<file path="config.mk">
export PLATFORM = sky130hd
export DESIGN_NAME = lsu_mem_master_flat
export DESIGN_NICKNAME = d
export VERILOG_FILES = /design/src/rtl/lsu_pkg.sv /design/src/rtl/lsu_mem_master_if.sv /design/src/rtl/lsu_align.sv /design/src/rtl/lsu_mem_master.sv /design/src/flat_wrapper.sv
export SDC_FILE = /design/constraint.sdc
export NUM_CORES = 1
export LEC_CHECK = 0
export CORE_MARGIN = 2
export CORE_UTILIZATION = 45
export CTS_CLUSTER_SIZE = 28
export DETAILED_ROUTE_END_ITERATION = 8
export GPL_TIMING_DRIVEN = 0
export PLACE_DENSITY = 0.76
export SKIP_CTS_REPAIR_TIMING = 1
export SLEW_MARGIN = 20
export SYNTH_ARGS = -nofsm -noshare
export SYNTH_HDL_FRONTEND = slang
export SYNTH_HIERARCHICAL = 1
export SYNTH_SLANG_ARGS = --single-unit
</file>
<file path="constraint.sdc">
create_clock -name clk -period 3.5 [get_ports clk]
set_input_delay 0.7 -clock clk [delete_from_list [all_inputs] [get_ports clk]]
set_output_delay 0.7 -clock clk [all_outputs]
set_load 0.01 [all_outputs]
</file>
<file path="src/rtl/lsu_pkg.sv">
// lsu_pkg: shared funct3 codes, FSM states and legality helpers for the load/store unit
package lsu_pkg;
   localparam logic [2:0] F3_B  = 3'd0;
   localparam logic [2:0] F3_H  = 3'd1;
   localparam logic [2:0] F3_W  = 3'd2;
   localparam logic [2:0] F3_BU = 3'd4;
   localparam logic [2:0] F3_HU = 3'd5;
   typedef enum logic [1:0] {IDLE, RD, WR, RESP} lsu_state_t;
   function automatic logic is_misaligned(input logic [2:0] f3, input logic [1:0] a);
      return ((f3 == F3_H || f3 == F3_HU) && a[0]) || (f3 == F3_W && a != 2'b00);
   endfunction
   function automatic logic is_illegal(input logic [2:0] f3, input logic we);
      return !(f3 inside {F3_B, F3_H, F3_W, F3_BU, F3_HU}) || (we && (f3 == F3_BU || f3 == F3_HU));
   endfunction
endpackage

</file>
<file path="src/rtl/lsu_mem_master_if.sv">
// lsu_mem_master_if: request/response handshake and data-memory port of the load/store unit
interface lsu_mem_master_if #(parameter int DATA_W = 32, ADDR_W = 32, DM_ADDRESS = 12);
   logic req_valid, req_ready, req_we;
   logic [2:0] req_funct3;
   logic [ADDR_W-1:0] req_addr;
   logic [DATA_W-1:0] req_wdata;
   logic resp_valid, resp_err;
   logic [DATA_W-1:0] resp_rdata;
   logic dm_read, dm_write;
   logic [DM_ADDRESS-1:0] dm_addr;
   logic [DATA_W-1:0] dm_wd, dm_rd;
   modport master(input req_valid, req_we, req_funct3, req_addr, req_wdata, dm_rd,
                  output req_ready, resp_valid, resp_err, resp_rdata, dm_read, dm_write, dm_addr, dm_wd);
   modport slave(output req_valid, req_we, req_funct3, req_addr, req_wdata, dm_rd,
                 input req_ready, resp_valid, resp_err, resp_rdata, dm_read, dm_write, dm_addr, dm_wd);
endinterface

</file>
<file path="src/rtl/lsu_align.sv">
// lsu_align: load byte/half extraction with sign/zero extension and store lane merge
module lsu_align
   import lsu_pkg::*;
(
   input  logic [2:0]  funct3,
   input  logic [1:0]  off,
   input  logic [31:0] rd_word,
   input  logic [31:0] cur_word,
   input  logic [31:0] wdata,
   output logic [31:0] load_data,
   output logic [31:0] store_word
);
   logic [7:0] b;
   logic [15:0] h;
   always_comb begin
      b = rd_word[{off, 3'b000} +: 8];
      h = rd_word[{off[1], 4'b0000} +: 16];
      load_data = funct3 == F3_B  ? {{24{b[7]}}, b} :
                  funct3 == F3_BU ? {24'b0, b} :
                  funct3 == F3_H  ? {{16{h[15]}}, h} :
                  funct3 == F3_HU ? {16'b0, h} : rd_word;
      store_word = funct3 == F3_W ? wdata : cur_word;
      if (funct3 == F3_B) store_word[{off, 3'b000} +: 8] = wdata[7:0];
      if (funct3 == F3_H) store_word[{off[1], 4'b0000} +: 16] = wdata[15:0];
   end
endmodule

</file>
<file path="src/rtl/lsu_mem_master.sv">
// lsu_mem_master: one-at-a-time load/store FSM with read-modify-write sub-word stores
module lsu_mem_master
   import lsu_pkg::*;
#(
   parameter int DATA_W = 32,
   parameter int ADDR_W = 32,
   parameter int DM_ADDRESS = 12
) (
   input logic clk,
   input logic rst,
   lsu_mem_master_if.master bus
);
   lsu_state_t state, state_n;
   logic we_q, err_n, err_q, accept;
   logic [2:0] f3_q;
   logic [DM_ADDRESS+1:0] addr_q;
   logic [DATA_W-1:0] wdata_q, data_q, rdata_q, load_data, store_word;
   assign accept = bus.req_valid && bus.req_ready;
   always_comb begin
      state_n = state;
      err_n = 1'b0;
      case (state)
         IDLE: if (accept) begin
            err_n = is_illegal(bus.req_funct3, bus.req_we) || is_misaligned(bus.req_funct3, bus.req_addr[1:0]);
            state_n = err_n ? RESP : (bus.req_we && bus.req_funct3 == F3_W) ? WR : RD;
         end
         RD:      state_n = we_q ? WR : RESP;
         WR:      state_n = RESP;
         default: state_n = IDLE;
      endcase
   end
   always_ff @(posedge clk) begin
      if (rst) begin
         state   <= IDLE;
         we_q    <= 1'b0;
         f3_q    <= '0;
         addr_q  <= '0;
         wdata_q <= '0;
         data_q  <= '0;
         rdata_q <= '0;
         err_q   <= 1'b0;
      end else begin
         state <= state_n;
         if (accept) begin
            we_q    <= bus.req_we;
            f3_q    <= bus.req_funct3;
            addr_q  <= bus.req_addr[DM_ADDRESS+1:0];
            wdata_q <= bus.req_wdata;
         end
         if (state == RD) data_q <= bus.dm_rd;
         // Load data is extracted straight from the memory port so RESP needs no extra cycle
         if (state_n == RESP && state != RESP) begin
            err_q   <= err_n;
            rdata_q <= (state == RD && !we_q) ? load_data : '0;
         end
      end
   end
   lsu_align u_align (
      .funct3    (f3_q),
      .off       (addr_q[1:0]),
      .rd_word   (bus.dm_rd),
      .cur_word  (data_q),
      .wdata     (wdata_q),
      .load_data (load_data),
      .store_word(store_word)
   );
   assign bus.req_ready  = state == IDLE && !rst;
   assign bus.resp_valid = state == RESP && !rst;
   assign bus.resp_err   = err_q;
   assign bus.resp_rdata = rdata_q;
   assign bus.dm_read    = state == RD && !rst;
   assign bus.dm_write   = state == WR && !rst;
   assign bus.dm_addr    = addr_q[DM_ADDRESS+1:2];
   assign bus.dm_wd      = state == WR ? store_word : '0;
endmodule
</file>
<file path="src/flat_wrapper.sv">
// flat-port wrapper written by rule: the top's interface ports become plain ports
module lsu_mem_master_flat import lsu_pkg::*;
#(
   parameter int DATA_W = 32,
   parameter int ADDR_W = 32,
   parameter int DM_ADDRESS = 12
)
  (clk, rst, bus_req_valid, bus_req_we, bus_req_funct3, bus_req_addr, bus_req_wdata, bus_dm_rd, bus_req_ready, bus_resp_valid, bus_resp_err, bus_resp_rdata, bus_dm_read, bus_dm_write, bus_dm_addr, bus_dm_wd);
  lsu_mem_master_if #(.DATA_W(DATA_W), .ADDR_W(ADDR_W), .DM_ADDRESS(DM_ADDRESS)) bus_i ();
  input logic clk;
  input logic rst;
  input wire logic [$bits(bus_i.req_valid)-1:0] bus_req_valid;
  input wire logic [$bits(bus_i.req_we)-1:0] bus_req_we;
  input wire logic [$bits(bus_i.req_funct3)-1:0] bus_req_funct3;
  input wire logic [$bits(bus_i.req_addr)-1:0] bus_req_addr;
  input wire logic [$bits(bus_i.req_wdata)-1:0] bus_req_wdata;
  input wire logic [$bits(bus_i.dm_rd)-1:0] bus_dm_rd;
  output wire logic [$bits(bus_i.req_ready)-1:0] bus_req_ready;
  output wire logic [$bits(bus_i.resp_valid)-1:0] bus_resp_valid;
  output wire logic [$bits(bus_i.resp_err)-1:0] bus_resp_err;
  output wire logic [$bits(bus_i.resp_rdata)-1:0] bus_resp_rdata;
  output wire logic [$bits(bus_i.dm_read)-1:0] bus_dm_read;
  output wire logic [$bits(bus_i.dm_write)-1:0] bus_dm_write;
  output wire logic [$bits(bus_i.dm_addr)-1:0] bus_dm_addr;
  output wire logic [$bits(bus_i.dm_wd)-1:0] bus_dm_wd;
  assign bus_i.req_valid = bus_req_valid;
  assign bus_i.req_we = bus_req_we;
  assign bus_i.req_funct3 = bus_req_funct3;
  assign bus_i.req_addr = bus_req_addr;
  assign bus_i.req_wdata = bus_req_wdata;
  assign bus_i.dm_rd = bus_dm_rd;
  assign bus_req_ready = bus_i.req_ready;
  assign bus_resp_valid = bus_i.resp_valid;
  assign bus_resp_err = bus_i.resp_err;
  assign bus_resp_rdata = bus_i.resp_rdata;
  assign bus_dm_read = bus_i.dm_read;
  assign bus_dm_write = bus_i.dm_write;
  assign bus_dm_addr = bus_i.dm_addr;
  assign bus_dm_wd = bus_i.dm_wd;
  lsu_mem_master #(.DATA_W(DATA_W), .ADDR_W(ADDR_W), .DM_ADDRESS(DM_ADDRESS)) u_core (.clk(clk), .rst(rst), .bus(bus_i));
endmodule
</file>
==> out/metrics.yaml, run 1 <==
numPortBuffers: 165
slowest_delay_ns: 0.49
crit_chain: "clkinvlp_4 -> ha_4 -> nor4bb_1 -> and3_1 -> clkbuf_4 -> a222oi_1 -> a21oi_1 -> and2_1 -> dlymetal6s2s_1"
hold-worst-slack_ns: 0.472
cap_violations: 0
synth_cell_type_count: 50
worstHoldPathType: "reg2reg"
dp.final_hpwl_um: 14800
cpMaxStageDelayCell: "a222oi_1"
p_int_uw: 3930
finalHoldViolations: 0
nNetsFinal: 1076
synth_top_cell_by_area: "dfxtp_1"
max_freq_mhz: 287
clk_pin_slew_ns: 0.05
setup_viol: 0
ir_worst_vdd_mv: 0.402
die_x_um: 123
crit_buf_inv: 3
cts-root-buf: "clkbuf_16"
initial_core_util_pct: 45.9
setup_slack_ns: 0.0101
async_flop_share_pct: 0
fin_setup_tns_ns: 0
antenna_found_initial: 0
cts_made_buffers: 17
critPathLaunchType: "register"
p_per_area_nw_per_um2: 669
crit_required_ns: 2.80
drt_iter0_drc: 626
cts_buffer_depth: 2
io_pins: 184
fp.coreArea_um2: 13800
synth_nets: 880
grt_pass1_wl_um: 29900
crit_family: "compound AO/OA/AOI/OAI gates"
die_area_um2: 15100
max-slew-margin-rel_pct: 50.2
cts_num_sinks: 117
drt_pre_antenna_iters: 9
ys_warn_count: 6
drive_above_1_share_pct: 10.5
cp_max_fo: 8
switching_share_pct: 34.9
rrSetupSlack_ns: 1.21
fill_cells: 1178
syn2layout_area_growth_pct: 42.3
tightestPinTransition_ns: 0.748
antenna_cells: 0
yosys.area.top_type_share_pct: 36.9
clkPwrFrac_pct: 29.3
place_ws_ns: -0.470
p_switching_uw: 2110
drv_slew: 0
avgViaCountPerCell: 5.38
wl_per_cell_um: 17.4
grt_pass1_vias: 5606
clock_skew_ns: 0.00871
netlist_area_um2: 6350
ant_nets: 0
p_leak_uw: 0.00405
status: "finished, final reports clean"
htreeDepth: 4
yosys_most_used_dff: "dfxtp_1"
grt.total_usage_pct: 26.6
grt_max_degree: 17
comb_power_share_pct: 40.5
final.min_clock_period_ns: 3.49
synth.area.top_cells: "dfxtp_1 37%, nand2_1 12%, mux2i_1 10%"
syn_avg_cell_area_um2: 8.26
gp_congestion: 0.900
synth_edf_count: 0
pwr-share-seq_pct: 30.1
die_h_um: 123
wirelength_um: 20100
period_share_pct: 99.7
cp-end-kind: "primary output"
insertion_delay_ns: 0.42
yosys_register_bits: 117
vias: 6220
cts_tree: "built"
worstSetupPathType: "reg2out"
cp.arrival_ns: 2.79
yosysSeqAreaShare_pct: 36.9
row_count: 43
utilization_pct: 65.3
synth_cells: 768
overflow: 0
route.detailed.drc: 0
-- Yosys cell counts (2+ instances only) --
master and number:
o2bb2ai_1 8, a21oi_1 17, buf_1 2, buf_2 11, and2_1 34, o21ai_0 2
mux4_2 8, nand2b_1 35, a222oi_1 8, ha_1 9, nand3_1 2, dfxtp_1 117
nor2b_1 6, o31ai_1 2, a31oi_4 2, nor3_1 2, o21ai_1 2, a22oi_1 17
a22o_1 8, nor2_1 63, nand2_1 197, clkbuf_1 37, nand3b_1 50, a31oi_1 17
buf_8 3, mux2i_1 66, inv_1 8, buf_4 13
-- logic make-up (layout without fill, tap and decap cells) --
| kind of cell | count (synthesis) | in the layout | share of synthesized area [%] |
|---|---|---|---|
| compound gates | 91 | 91 | 11.0 |
| fa+ha+maj | 9 | 9 | 1.77 |
| buf+inv | 76 | 285 | 6.15 |
| flops | 117 | 117 | 36.9 |
| mux | 74 | 74 | 13.2 |
| simple gates | 401 | 401 | 30.9 |
-- layout make-up --
class / instances / area [um2] / area share, %
timing repair buffer: 177 / 1790 / 19.8
sequential: 117 / 2350 / 26.0
multi-input combinational: 575 / 3640 / 40.3
inverter: 8 / 37.5 / 0.416
buffer: 68 / 387 / 4.28
clock buffer: 21 / 470 / 5.21
tap: 180 / 225 / 2.49
clock inverter: 11 / 130 / 1.44
-- layout by cell type, fill, tap and decap left out, types with 17 or more instances in the layout --
master and instances:
nand2_1 197, clkdlybuf4s50_1 147, dfxtp_1 115, mux2i_1 66
nor2_1 62, nand3b_1 50, clkbuf_1 35, nand2b_1 35
and2_1 34, buf_4 25, dlymetal6s2s_1 18, clkbuf_16 17
a22oi_1 17, a31oi_1 17, a21oi_1 17
-- per-stage QoR --
| stage | instances | power [uW] | instance area, um2 |
|---|---|---|---|
| after global placement | 1113 | 4150 | 8220 |
| after global routing | 1157 | 6340 | 9030 |
| after floorplan | 768 | 3400 | 6350 |
| after detailed placement | 1113 | 4180 | 8220 |
| final | 1157 | 6040 | 9030 |
| after CTS | 1145 | 5960 | 8820 |
-- sequential cells by signal (all words and copies together) (netlist names) --
register	count
u_core/state	2
u_core/we_q	1
u_core/addr_q	14
u_core/bus.resp_err	1
u_core/f3_q	3
u_core/bus.resp_rdata	32
u_core/data_q	32
u_core/wdata_q	32
-- worst register-to-register path, delay by kind of cell (launching register included) --
kind	cells	cell delay (ns)
adder cells (fa/ha/maj)	1	0.17
buffers and inverters	3	0.96
flip-flops	1	0.41
multiplexers	1	0.13
AND/OR/NAND/NOR	3	0.55
-- path summary, 6_finish.rpt --
check,startpoint,endpoint,cells past startpoint
worst max register to register,u_core/state[0],u_core/bus.resp_rdata[23],8
worst max-delay path,u_core/addr_q[1],bus_dm_wd[28],9
worst min-delay path,u_core/f3_q[2],u_core/f3_q[2],2
worst min register to register,u_core/f3_q[2],u_core/f3_q[2],2
-- power groups by stage --
stage | Clock, uW | Sequential (uW) | Combinational [uW]
after floorplan | 0 | 1760 | 1640
after global placement | 0 | 1830 | 2330
after detailed placement | 0 | 1830 | 2350
after CTS | 1790 | 1810 | 2360
after global routing | 1850 | 1840 | 2640
final | 1770 | 1820 | 2450
-- layer usage --
metal  vias to the layer above  routed length [um]  track usage, %  share of wire, %
met5                         -                   0               0                 0
met4                         0                 303            7.76               1.5
met3                        26                1910            8.13               9.5
met2                       288                9600            43.0                48
met1                      2903                8260            34.2                41
li1                       3003                   -               -                 -
Note: power is estimated with default switching activity, not from simulation.
==> run 2, diff against run 1 <==
--- a/config.mk
+++ b/config.mk
@@ -10,10 +10,8 @@
 export CTS_CLUSTER_SIZE = 28
 export DETAILED_ROUTE_END_ITERATION = 8
 export GPL_TIMING_DRIVEN = 0
-export PLACE_DENSITY = 0.76
-export SKIP_CTS_REPAIR_TIMING = 1
+export PLACE_DENSITY = 0.81
 export SLEW_MARGIN = 20
 export SYNTH_ARGS = -nofsm -noshare
 export SYNTH_HDL_FRONTEND = slang
-export SYNTH_HIERARCHICAL = 1
 export SYNTH_SLANG_ARGS = --single-unit
==> run 2 against run 1 <==
Compared with the run above: synthesized cell count is 7.7% lower; largest cell class unchanged; clock skew fell by 0.0043 ns; sequential cell count unchanged; die area shrank 0.96%; critical endpoint is now bus_dm_wd[0]; critical path type unchanged.
==> out/metrics.yaml, run 2 <==
status: "finished, final reports clean"
tightestPinTransition_ns: 0.728  # -0.0196 ns
synth_common_cells: "127 x nand2_1, 117 x dfxtp_1, 67 x nor2_1, 65 x mux2i_1, 47 x nand3b_1"
gp_congestion: 0.930  # +3.3%
setup_slack_ns: 0.0994  # +0.0893 ns
cts_tree: "built"
cts_made_buffers: 17  # unchanged
fill_cells: 1166  # -1.0%
p_per_area_nw_per_um2: 634  # -5.3%
clk_pin_slew_ns: 0.05  # about the same
ir_worst_vdd_mv: 0.380  # -5.4%
row_count: 43  # unchanged
endpoint: "bus_dm_wd[0]"
yosys.area.top_type_share_pct: 37.3  # +0.37 points
vias: 5883  # -5.4%
p_int_uw: 3680  # -6.3%
fin_area_um2: 8880  # -1.6%
cts_num_sinks: 117  # unchanged
insertion_delay_ns: 0.42  # about the same
fin_setup_tns_ns: 0  # unchanged
wirelength_um: 20000  # -0.45%
antenna_cells: 0  # unchanged
p_leak_uw: 0.00390  # -3.6%
drt_iter0_drc: 634  # +1.3%
dp.final_hpwl_um: 14500  # -1.9%
cts-root-buf: "clkbuf_16"
p_switching_uw: 1950  # -7.7%
nNetsFinal: 1013  # -5.9%
comb_power_share_pct: 39.1  # -1.4 points
route.detailed.drc: 0  # unchanged
async_flop_share_pct: 0  # unchanged
syn2layout_area_growth_pct: 41.4
die_h_um: 122  # -0.48%
switching_share_pct: 34.6  # -0.33 points
die_x_um: 122  # -0.48%
drt_pre_antenna_iters: 7  # -2
yosys_most_used_dff: "dfxtp_1"
max-slew-margin-rel_pct: 51.5  # +1.3 points
yosys_register_bits: 117  # unchanged
numPortBuffers: 165  # unchanged
avgViaCountPerCell: 5.39  # +0.30%
place_ws_ns: -0.0437  # +0.426 ns
crit_required_ns: 2.80  # about the same
worstSetupPathType: "reg2out"
reg2reg_to: "u_core.bus.resp_rdata[30]"
holdBufCountCts: 0
netlist_area_um2: 6280  # -0.99%
htreeDepth: 4  # unchanged
clock_skew_ns: 0.00442  # -0.00429 ns
grt_max_degree: 17  # unchanged
drive_above_1_share_pct: 12.7  # +2.2 points
synth_top_cell_by_area: "dfxtp_1"
die_area_um2: 14900  # -0.96%
rr_startpoint: "u_core.state[0]"
grt_pass1_wl_um: 30200  # +1.2%
crit_start: "u_core.f3_q[1]"
max_freq_mhz: 294  # +2.6%
grt.total_usage_pct: 26.8  # +0.24 points
finalHoldViolations: 0  # unchanged
antenna_found_initial: 0  # unchanged
pwr-share-seq_pct: 32.2  # +2.1 points
p_total_uw: 5630  # -6.8%
synth_cells: 709  # -7.7%
ant_nets: 0  # unchanged
cp.arrival_ns: 2.70  # -0.09 ns
mostFrequentLayoutCell: "clkdlybuf4s50_1"
reg2reg_depth: 8  # unchanged
synth_nets: 821  # -6.7%
wl_per_cell_um: 18.3  # +5.6%
synth_edf_count: 0  # unchanged
initial_core_util_pct: 45.6  # -0.27 points
placed_area_um2: 8160  # -0.76%
yosysSeqAreaShare_pct: 37.3  # +0.37 points
clkPwrFrac_pct: 28.7  # -0.6 points
synth_most_common_cell: "nand2_1"
drv_slew: 0  # unchanged
setup_viol: 0  # unchanged
syn_avg_cell_area_um2: 8.86  # +7.3%
fp.coreArea_um2: 13800  # -0.39%
final.min_clock_period_ns: 3.40  # -0.0893 ns
cap_violations: 0  # unchanged
worstHoldPathType: "reg2reg"
cp_max_fo: 9  # +1
hold-worst-slack_ns: 0.458  # -0.0140 ns
ys_warn_count: 0  # -6
critPathLaunchType: "register"
synth_cell_type_count: 54  # +8.0%
period_share_pct: 97.2  # -2.6 points
final_cell_mix: "142 x clkdlybuf4s50_1, 125 x nand2_1, 113 x dfxtp_1, 67 x nor2_1, 65 x mux2i_1"
cts_buffer_depth: 2  # unchanged
rrSetupSlack_ns: 0.98  # -0.23 ns
grt_pass1_vias: 5559  # -0.84%
overflow: 0  # unchanged
synth.area.top_cells: "dfxtp_1 37%, mux2i_1 10%, nand2_1 7.6%"
io_pins: 184  # unchanged
cp-end-kind: "primary output"
run 2: layer usage:
metal  track usage, %  share of wire (%)  vias up
li1                 -                  -     2846
met1             34.9                 43     2718
met2             42.8                 47      281
met3             7.35                7.8       38
met4             9.48                2.2        0
met5                0                  0        -
run 2: worst min-delay path by stage:
stage                startpoint           to  slack [ns]  depth (start not counted)
floorplan           u_core.we_q  u_core.we_q        0.44                          2
global placement    u_core.we_q  u_core.we_q        0.45                          2
detailed placement  u_core.we_q  u_core.we_q        0.45                          2
CTS                 u_core.we_q  u_core.we_q        0.46                          2
global route        u_core.we_q  u_core.we_q        0.48                          2
finish              u_core.we_q  u_core.we_q        0.46                          2
run 2: layout make-up:
class	instances	area (um2)	share of cell area, %
inverter	8	33.8	0.380
timing repair buffer	174	1750	19.7
clock inverter	5	50.0	0.563
clock buffer	24	492	5.53
tap	180	225	2.53
buffer	64	344	3.87
sequential	117	2350	26.5
multi-input combinational	519	3640	41.0
run 2: repair_timing:
action | 4_1_cts | 5_1_grt
hold endpoints to repair | 0 | 0
pin swaps | 1 | 7
gates cloned | 0 | 0
gates resized for setup | 27 | 29
buffers inserted | 3 | 6
endpoints found under the setup margin | 32 | 29
run 2: metrics by stage:
step / cells / utilization, %
floorplan: 709 / -
detailed placement: 1054 / 59.2
finish: 1091 / 64.5
global route: 1091 / 64.5
CTS: 1085 / 63.6
global placement: 1054 / 59.2
run 2: cell families (layout without fill, tap and decap cells):
logic type	Yosys count	count (layout)	share of synthesized area, %
and+or+nand+nor	320	320	26.1
DFF	117	117	37.3
muxes	98	98	17.9
AOI/OAI and AO/OA	92	92	11.2
buffers and inverters	73	275	5.73
adders and majority gates	9	9	1.79
run 2: power by group through the flow:
stage          Sequential [uW]  Combinational (uW)  Clock (uW)
6_report                  1810                2200        1620
3_5_place_dp              1820                2100           0
3_3_place_gp              1820                2080           0
4_1_cts                   1810                2140        1630
2_1_floorplan             1760                1460           0
5_1_grt                   1840                2360        1700
run 2: worst max-delay path, cell delays in order, from the launching register on:
cell and delay, ns:
dfxtp_2 0.38, or3b_1 0.45, a21oi_2 0.46, a21oi_4 0.15, mux2i_1 0.17, nor2_1 0.12, clkdlybuf4s50_1 0.55
